**src/rtl/ex_div.sv**
```systemverilog
// ex_div: iterative 32-bit radix-2 restoring divider for the EX stage.
// It holds stallreq_for_ex high while a DIV/DIVU is in progress. It then
// presents the quotient (LO) and remainder (HI) for exactly one cycle, with
// div_ready high.
// Optional build macro: DIV_ZERO_FAST_EN. When it is defined, a zero divisor
// skips the 32-step iteration and the divider goes straight to DONE.
module ex_div (
    input  logic        clk,
    input  logic        rst,
    input  logic        div_start,
    input  logic        div_signed,
    input  logic [31:0] opdata1,
    input  logic [31:0] opdata2,
    output logic        stallreq_for_ex,
    output logic        div_ready,
    output logic [31:0] div_quot,
    output logic [31:0] div_rem
);

    typedef enum logic [1:0] {
        IDLE = 2'd0,
        BUSY = 2'd1,
        DONE = 2'd2
    } state_t;

    state_t      state;
    state_t      state_nxt;

    logic [5:0]  cnt;
    logic [31:0] quot_q;
    logic [31:0] rem_q;
    logic [31:0] dvsr_q;
    logic [31:0] op1_q;
    logic        neg_q;
    logic        rsign_q;
    logic        zero_q;

    logic        sign1;
    logic        sign2;
    logic [31:0] mag1;
    logic [31:0] mag2;

    logic [32:0] shifted;
    logic [33:0] trial;
    logic [31:0] step_quot;
    logic [31:0] step_rem;
    logic        last_step;
    logic [31:0] fix_quot;
    logic [31:0] fix_rem;

    // Operand magnitudes and signs, used when a new divide is accepted in IDLE
    always_comb begin
        sign1 = div_signed & opdata1[31];
        sign2 = div_signed & opdata2[31];
        mag1  = sign1 ? (~opdata1 + 32'd1) : opdata1;
        mag2  = sign2 ? (~opdata2 + 32'd1) : opdata2;
    end

    // One restoring step, plus the sign/zero fix-up of the final step's result
    always_comb begin
        shifted   = {rem_q, quot_q[31]};
        trial     = {1'b0, shifted} - {2'b00, dvsr_q};
        step_quot = {quot_q[30:0], 1'b0};
        step_rem  = shifted[31:0];
        if (!trial[33]) begin
            step_quot[0] = 1'b1;
            step_rem     = trial[31:0];
        end
        last_step = (cnt == 6'd31);
        if (zero_q) begin
            fix_quot = '1;
            fix_rem  = op1_q;
        end else begin
            fix_quot = neg_q   ? (~step_quot + 32'd1) : step_quot;
            fix_rem  = rsign_q ? (~step_rem  + 32'd1) : step_rem;
        end
    end

    // State register
    always_ff @(posedge clk or negedge rst) begin
        if (!rst) state <= IDLE;
        else      state <= state_nxt;
    end

    // Next-state logic; DONE always returns to IDLE, so a new start is never taken in DONE
    always_comb begin
        state_nxt = state;
        case (state)
            IDLE: begin
                if (div_start) begin
`ifdef DIV_ZERO_FAST_EN
                    if (opdata2 == '0) state_nxt = DONE;
                    else               state_nxt = BUSY;
`else
                    state_nxt = BUSY;
`endif
                end
            end
            BUSY:    if (last_step) state_nxt = DONE;
            DONE:    state_nxt = IDLE;
            default: state_nxt = IDLE;
        endcase
    end

    // Datapath: latch operands in IDLE, iterate in BUSY, register results on the last step
    always_ff @(posedge clk or negedge rst) begin
        if (!rst) begin
            cnt      <= '0;
            quot_q   <= '0;
            rem_q    <= '0;
            dvsr_q   <= '0;
            op1_q    <= '0;
            neg_q    <= 1'b0;
            rsign_q  <= 1'b0;
            zero_q   <= 1'b0;
            div_quot <= '0;
            div_rem  <= '0;
        end else begin
            case (state)
                IDLE: begin
                    if (div_start) begin
                        cnt     <= '0;
                        quot_q  <= mag1;
                        rem_q   <= '0;
                        dvsr_q  <= mag2;
                        op1_q   <= opdata1;
                        neg_q   <= sign1 ^ sign2;
                        rsign_q <= sign1;
                        zero_q  <= (opdata2 == '0);
`ifdef DIV_ZERO_FAST_EN
                        if (opdata2 == '0) begin
                            div_quot <= '1;
                            div_rem  <= opdata1;
                        end
`endif
                    end
                end
                BUSY: begin
                    quot_q <= step_quot;
                    rem_q  <= step_rem;
                    cnt    <= cnt + 6'd1;
                    if (last_step) begin
                        div_quot <= fix_quot;
                        div_rem  <= fix_rem;
                    end
                end
                default: ;
            endcase
        end
    end

    // The stall request is forced low while reset is asserted, even if a divide is waiting in EX
    always_comb begin
        stallreq_for_ex = rst & (((state == IDLE) & div_start) | (state == BUSY));
        div_ready       = (state == DONE);
    end

endmodule

```
**config.mk**
```make
export PLATFORM = sky130hd
export DESIGN_NAME = ex_div
export DESIGN_NICKNAME = d
export VERILOG_FILES = /design/src/rtl/ex_div.sv
export SDC_FILE = /design/constraint.sdc
export NUM_CORES = 1
export LEC_CHECK = 0
export BUFFER_PORTS_ARGS = -buffer_cell sky130_fd_sc_hd__buf_2
export CAP_MARGIN = 10
export CORE_MARGIN = 4
export CORE_UTILIZATION = 45
export DETAILED_ROUTE_END_ITERATION = 8
export HOLD_SLACK_MARGIN = 0.15
export SETUP_SLACK_MARGIN = 0.4
export SYNTH_ARGS = -nofsm -noshare
export SYNTH_HDL_FRONTEND = slang
export SYNTH_SLANG_ARGS = --single-unit
export TNS_END_PERCENT = 5
```
**constraint.sdc**
```tcl
create_clock -name clk -period 6.8 [get_ports clk]
set_clock_uncertainty 0.15 [all_clocks]
set_input_delay 0.68 -clock clk [delete_from_list [all_inputs] [get_ports clk]]
set_output_delay 0.68 -clock clk [all_outputs]
set_load 0.01 [all_outputs]
```
# Yosys cells after proc, flatten, opt, wreduce, memory -nomap -nowiden
# Cells that the tools add are included.
# totals
out_inout_bits	66
inputBits	68
register_bits	203
word_cells	56
# classes
bitwise_logic	10
eq_ne	5
n_mux	17
n_reduce_logical	7
n_addsub	6
# ops
cell	count
$mux 32	9
$add 32x1->32 const B	4
$not 32->32	4
$pmux 32 s2	2
$sub 33x32->34	1
$logic_not 32->1	1
$pmux 6 s2	1
$reduce_and 2->1	4
$add 6x1->6 const B	1
$eq 6x5->1 const B	1
$mux 6	1
$and 1x1->1	4
$mux 2	2
$ne 2x2->1 const B	2
$pmux 2 s2	1
$eq 2x1->1 const B	1
$eq 2x2->1 const B	1
$logic_not 2->1	1
$reduce_bool 2->1	1
$mux 1	1
$or 1x1->1	1
$xor 1x1->1	1

# Longest topological paths before layout
# depth
word_depth	6
depth_mapped	24
mapped_depth_nobuf	19

# Worst setup path before layout
# Ideal clock, no wire load.
# synth_path
path_kind	register -> register
start	register rem_q[21]
end	register div_rem[28]
path_buffers	4
arrival_time_ns	5.003
path_stages_with_launch	23
setup_slack_ns	1.581
synth_period_minus_slack_ns	5.219
t_required_ns	6.584
setup_time_ns	0.066
path_cell_list	dfrtp_1 ha_1 buf_6 a21oi_2 o21a_1 o21ai_1 a2111o_1 a21o_1 buf_6 inv_1 buf_2 buf_1 mux2i_1 ha_1 inv_1 nor4_1 nor4b_1 nand4_1 a221oi_2 nand3_2 or3_1 a21oi_1 o32a_1
# synth_via
elab_chain_cells	6
# synth_rtl
item	line_no	text
from (decl)	31	logic [31:0] rem_q;
from (signal assigned)	140	rem_q <= step_rem;
$sub 33x32->34	62	trial = {1'b0, shifted} - {2'b00, dvsr_q};
$mux 32 *	65	if (!trial[33]) begin
$not 32->32	75	fix_rem = rsign_q ? (~step_rem + 32'd1) : step_rem;
$add 32x1->32	75	
$mux 32 *	75	
$mux 32 *	70	if (zero_q) begin
to (signal assigned)	144	div_rem <= fix_rem;
to (decl)	17	output logic [31:0] div_rem
# Every way passes the cells marked *; elsewhere a longest branch is shown, timed or not.
# A chain may end at the register's enable or synchronous reset.

# Worst setup path after layout
# layout_path
start	register rem_q[17]
end	register div_rem[28]
# Same word-level chain as after synthesis.

==> results.json <==
{
  "drive_gt1_frac": 0.132,
  "syn_area_um2": 13200,
  "synth_async_sr_flop_share": 1.00,
  "drt-initial-drc-count": 979,
  "core_um2": 28900,
  "port_buffers": 133,
  "max-clock-path-buffers": 3,
  "cp_max_fo": 12,
  "initial_core_util": 0.458,
  "post_synth_inst_count": 1614,
  "synth_top_area_frac": 0.384,
  "run_status": "completed",
  "maxCapViolCount": 0,
  "worstRegToRegCells": 18,
  "hold_path.class": "primary input to flop",
  "grt.overflow.total": 0,
  "synthesis_warnings": 0,
  "final_nets": 1802,
  "worstSetupPathType": "flop to flop",
  "post-route-util": 0.520,
  "pin_count_of_the_biggest_net_entering_global_routing": 84,
  "routed_via_density": 5.77,
  "critical-path-slowest-cell": "sky130_fd_sc_hd__a221oi_2",
  "antenna_cells_inserted": 0,
  "cp_top_family": "compound AO/OA/AOI/OAI gates",
  "grt_total_usage": 0.262,
  "setup_total_negative_slack_ps": 0,
  "power.ir.vdd_worst_mv": 0.284,
  "cp_data_arrival_time_ps": 5690,
  "route.detailed.wl_per_inst_um": 20.3,
  "fp.dieH_um": 179,
  "hold_ws_ps": 234,
  "synth_top_flop_cell": "sky130_fd_sc_hd__dfrtp_1",
  "post-cts-setup-buffer-count": 0,
  "clk_transition_reported_paths_ps": 70,
  "slew_of_the_pin_with_the_lowest_slew_margin_ps": 1130,
  "remaining_drc_errors": 0,
  "final_antenna_net_count": 0,
  "endpoint_kind": "flop",
  "timing.critical_path.from_type": "flop",
  "cts_root_buf": "sky130_fd_sc_hd__clkbuf_16",
  "grt_first_pass_wirelength_um": 66800,
  "path_depth": 18,
  "rsz0062_at_grt": "false",
  "synth-seq-cells": 203,
  "static-leakage-power_nw": 6.48,
  "std_cell_rows": 62,
  "via_count_of_the_first_global_routing_pass": 11500,
  "final.period_utilization": 0.790,
  "clk-insertion-delay-late_ps": 550,
  "edff_count_synth": 0,
  "die_width_um": 179,
  "final-setup-viol-count": 0,
  "dr.pass1.iters": 5,
  "hold_path_depth": 3,
  "synth.net_count": 1720,
  "ios": 134,
  "clock.fmax_mhz": 186,
  "critical_path_cell_by_cell": "ha_1, a21oi_1, o21a_1, o21ai_1, a2111o_1, a21o_2, inv_1, mux2i_1, ha_1, inv_1, nor4_1, nor4b_1, nand4_1, a221oi_2, nand3_2, or3_1, a21oi_1, o32a_1",
  "finalMaxSlewViolations": 0,
  "vias": 12100,
  "tritoncts": "built",
  "antenna_found_initial": 1,
  "ys_seq_area_frac": 0.384,
  "crit_required_ps": 7120,
  "p_total_w": 0.00818,
  "gpl.final_weighted_congestion": 0.928,
  "drt-total-wl_um": 42500,
  "crit_path_max_cell_delay_ps": 490,
  "yosys-top-cells-area": "sky130_fd_sc_hd__dfrtp_1, sky130_fd_sc_hd__nand2_1, sky130_fd_sc_hd__o21ai_0",
  "power.density_nw_per_um2": 545,
  "finish.instance_area_um2": 15000,
  "cp.buffers_inverters": 2,
  "tritoncts_buffers": 25,
  "clock-sinks": 203,
  "detailed_place_hpwl_um": 31700,
  "synth_cell_type_count": 79,
  "post_dp_cell_area_um2": 14100,
  "min_period_ps": 5370,
  "synthDominantAreaCellType": "sky130_fd_sc_hd__dfrtp_1",
  "relSlewSlack": 0.236,
  "hold_viol": 0,
  "die_footprint_um2": 32200,
  "clock_tree.htree_level_count": 1,
  "area_growth_pct": 13.6,
  "avgSynthCellArea_um2": 8.19
}
==> state kept, by name, summed over array words and instances, names as in the netlist <==
name,count
cnt,6
div_quot,32
div_rem,32
dvsr_q,32
neg_q,1
op1_q,32
quot_q,32
rem_q,32
rsign_q,1
state,2
zero_q,1
==> synthesized netlist by cell type, types with 3 or more instances <==
| cell | number |
|---|---|
| sky130_fd_sc_hd__o211ai_1 | 9 |
| sky130_fd_sc_hd__and2_1 | 10 |
| sky130_fd_sc_hd__a211o_1 | 3 |
| sky130_fd_sc_hd__ha_1 | 37 |
| sky130_fd_sc_hd__or4_1 | 13 |
| sky130_fd_sc_hd__buf_6 | 3 |
| sky130_fd_sc_hd__nand3_1 | 20 |
| sky130_fd_sc_hd__a21oi_1 | 125 |
| sky130_fd_sc_hd__a22o_1 | 6 |
| sky130_fd_sc_hd__o21ai_0 | 179 |
| sky130_fd_sc_hd__a21oi_2 | 4 |
| sky130_fd_sc_hd__nor2_1 | 113 |
| sky130_fd_sc_hd__or2_2 | 6 |
| sky130_fd_sc_hd__nor2b_1 | 7 |
| sky130_fd_sc_hd__o41ai_1 | 10 |
| sky130_fd_sc_hd__or3_1 | 27 |
| sky130_fd_sc_hd__buf_1 | 6 |
| sky130_fd_sc_hd__mux2i_1 | 24 |
| sky130_fd_sc_hd__o31ai_1 | 23 |
| sky130_fd_sc_hd__clkbuf_1 | 74 |
| sky130_fd_sc_hd__nand3b_1 | 3 |
| sky130_fd_sc_hd__a31oi_1 | 19 |
| sky130_fd_sc_hd__or3_4 | 3 |
| sky130_fd_sc_hd__nor4_1 | 15 |
| sky130_fd_sc_hd__o21a_1 | 12 |
| sky130_fd_sc_hd__nand4_1 | 23 |
| sky130_fd_sc_hd__buf_2 | 10 |
| sky130_fd_sc_hd__o21ai_1 | 5 |
| sky130_fd_sc_hd__nor3_1 | 24 |
| sky130_fd_sc_hd__xor2_1 | 75 |
| sky130_fd_sc_hd__dfrtp_1 | 203 |
| sky130_fd_sc_hd__and3_1 | 3 |
| sky130_fd_sc_hd__a22oi_1 | 31 |
| sky130_fd_sc_hd__inv_1 | 52 |
| sky130_fd_sc_hd__a21o_1 | 14 |
| sky130_fd_sc_hd__a221o_1 | 3 |
| sky130_fd_sc_hd__xnor2_1 | 59 |
| sky130_fd_sc_hd__nand2_1 | 290 |
| sky130_fd_sc_hd__o2111ai_1 | 4 |
| sky130_fd_sc_hd__a211oi_1 | 12 |
| sky130_fd_sc_hd__nand2b_1 | 4 |
==> where the power goes <==
part / switching, W / internal (W) / leakage (nW)
Clock: 0.000554 / 0.000860 / 0.431
Sequential: 0.000469 / 0.00164 / 2.41
Combinational: 0.00295 / 0.00170 / 3.64
Total: 0.00397 / 0.00420 / 6.48
==> cells by family after synthesis <==
group                      after synthesis  share of synthesized area
xor gates and xnor gates               134                     0.0888
AOI/OAI and AO/OA                      493                      0.231
buffers and inverters                  148                     0.0448
and+or+nand+nor                        573                      0.196
adders and majority gates               38                     0.0365
DFF                                    203                      0.384
muxes                                   25                     0.0190
==> per-stage QoR <==
step	instances	setup WS, ps
2_1_floorplan	1614	1580
3_3_place_gp	2052	1700
3_5_place_dp	2052	1570
4_1_cts	2099	1500
5_1_grt	2099	1080
6_report	2099	1430
==> path summary, 6_finish.rpt <==
| path | slack (ps) | startpoint | endpoint |
|---|---|---|---|
| max | 1430 | rem_q[17] | div_rem[28] |
| min | 230 | opdata1[30] | op1_q[30] |
| max reg2reg | 1430 | rem_q[17] | div_rem[28] |
| min reg2reg | 320 | div_rem[3] | div_rem[3] |
| max in group asynchronous | 4190 | rst | div_quot[21] |
| min in group asynchronous | 520 | rst | dvsr_q[14] |
==> layout make-up <==
| type | instances | area, um2 |
|---|---|---|
| Clock buffer | 34 | 719 |
| Timing Repair Buffer | 149 | 797 |
| Sequential cell | 203 | 5080 |
| Tap cell | 384 | 480 |
| Clock inverter | 12 | 163 |
| Fill cell | 2842 | 13800 |
| Inverter | 54 | 203 |
| Multi-Input combinational cell | 1263 | 7570 |
==> layer usage <==
layer	track usage	vias up	share of wire
met5	0	-	0
li1	-	5890	-
met2	0.389	344	0.43
met3	0.0342	51	0.057
met1	0.410	5823	0.49
met4	0.0514	0	0.019
==> tightest hold or removal path, cell delays in order <==
cell	delay [ps]
sky130_fd_sc_hd__buf_2	100
sky130_fd_sc_hd__nand2_1	50
sky130_fd_sc_hd__nand2_1	60
==> placed cells by master (no fill, tap or decap), drive strengths merged, types with 13 or more instances in the layout <==
master and instances:
a211oi 14, a21o 14, a21oi 129, a22oi 31
a31oi 19, buf 147, clkbuf 35, dfrtp 203
ha 37, inv 55, mux2i 24, nand2 290
nand3 21, nand4 23, nor2 113, nor3 25
nor4 15, o21ai 184, o31ai 25, or3 30
or4 13, xnor2 59, xor2 75
==> what timing repair did <==
item	in CTS	in global routing
endpoints found under the hold margin	44	0
resized for setup	0	0
hold buffers	1	0
Power figures use the tool's default switching activity.
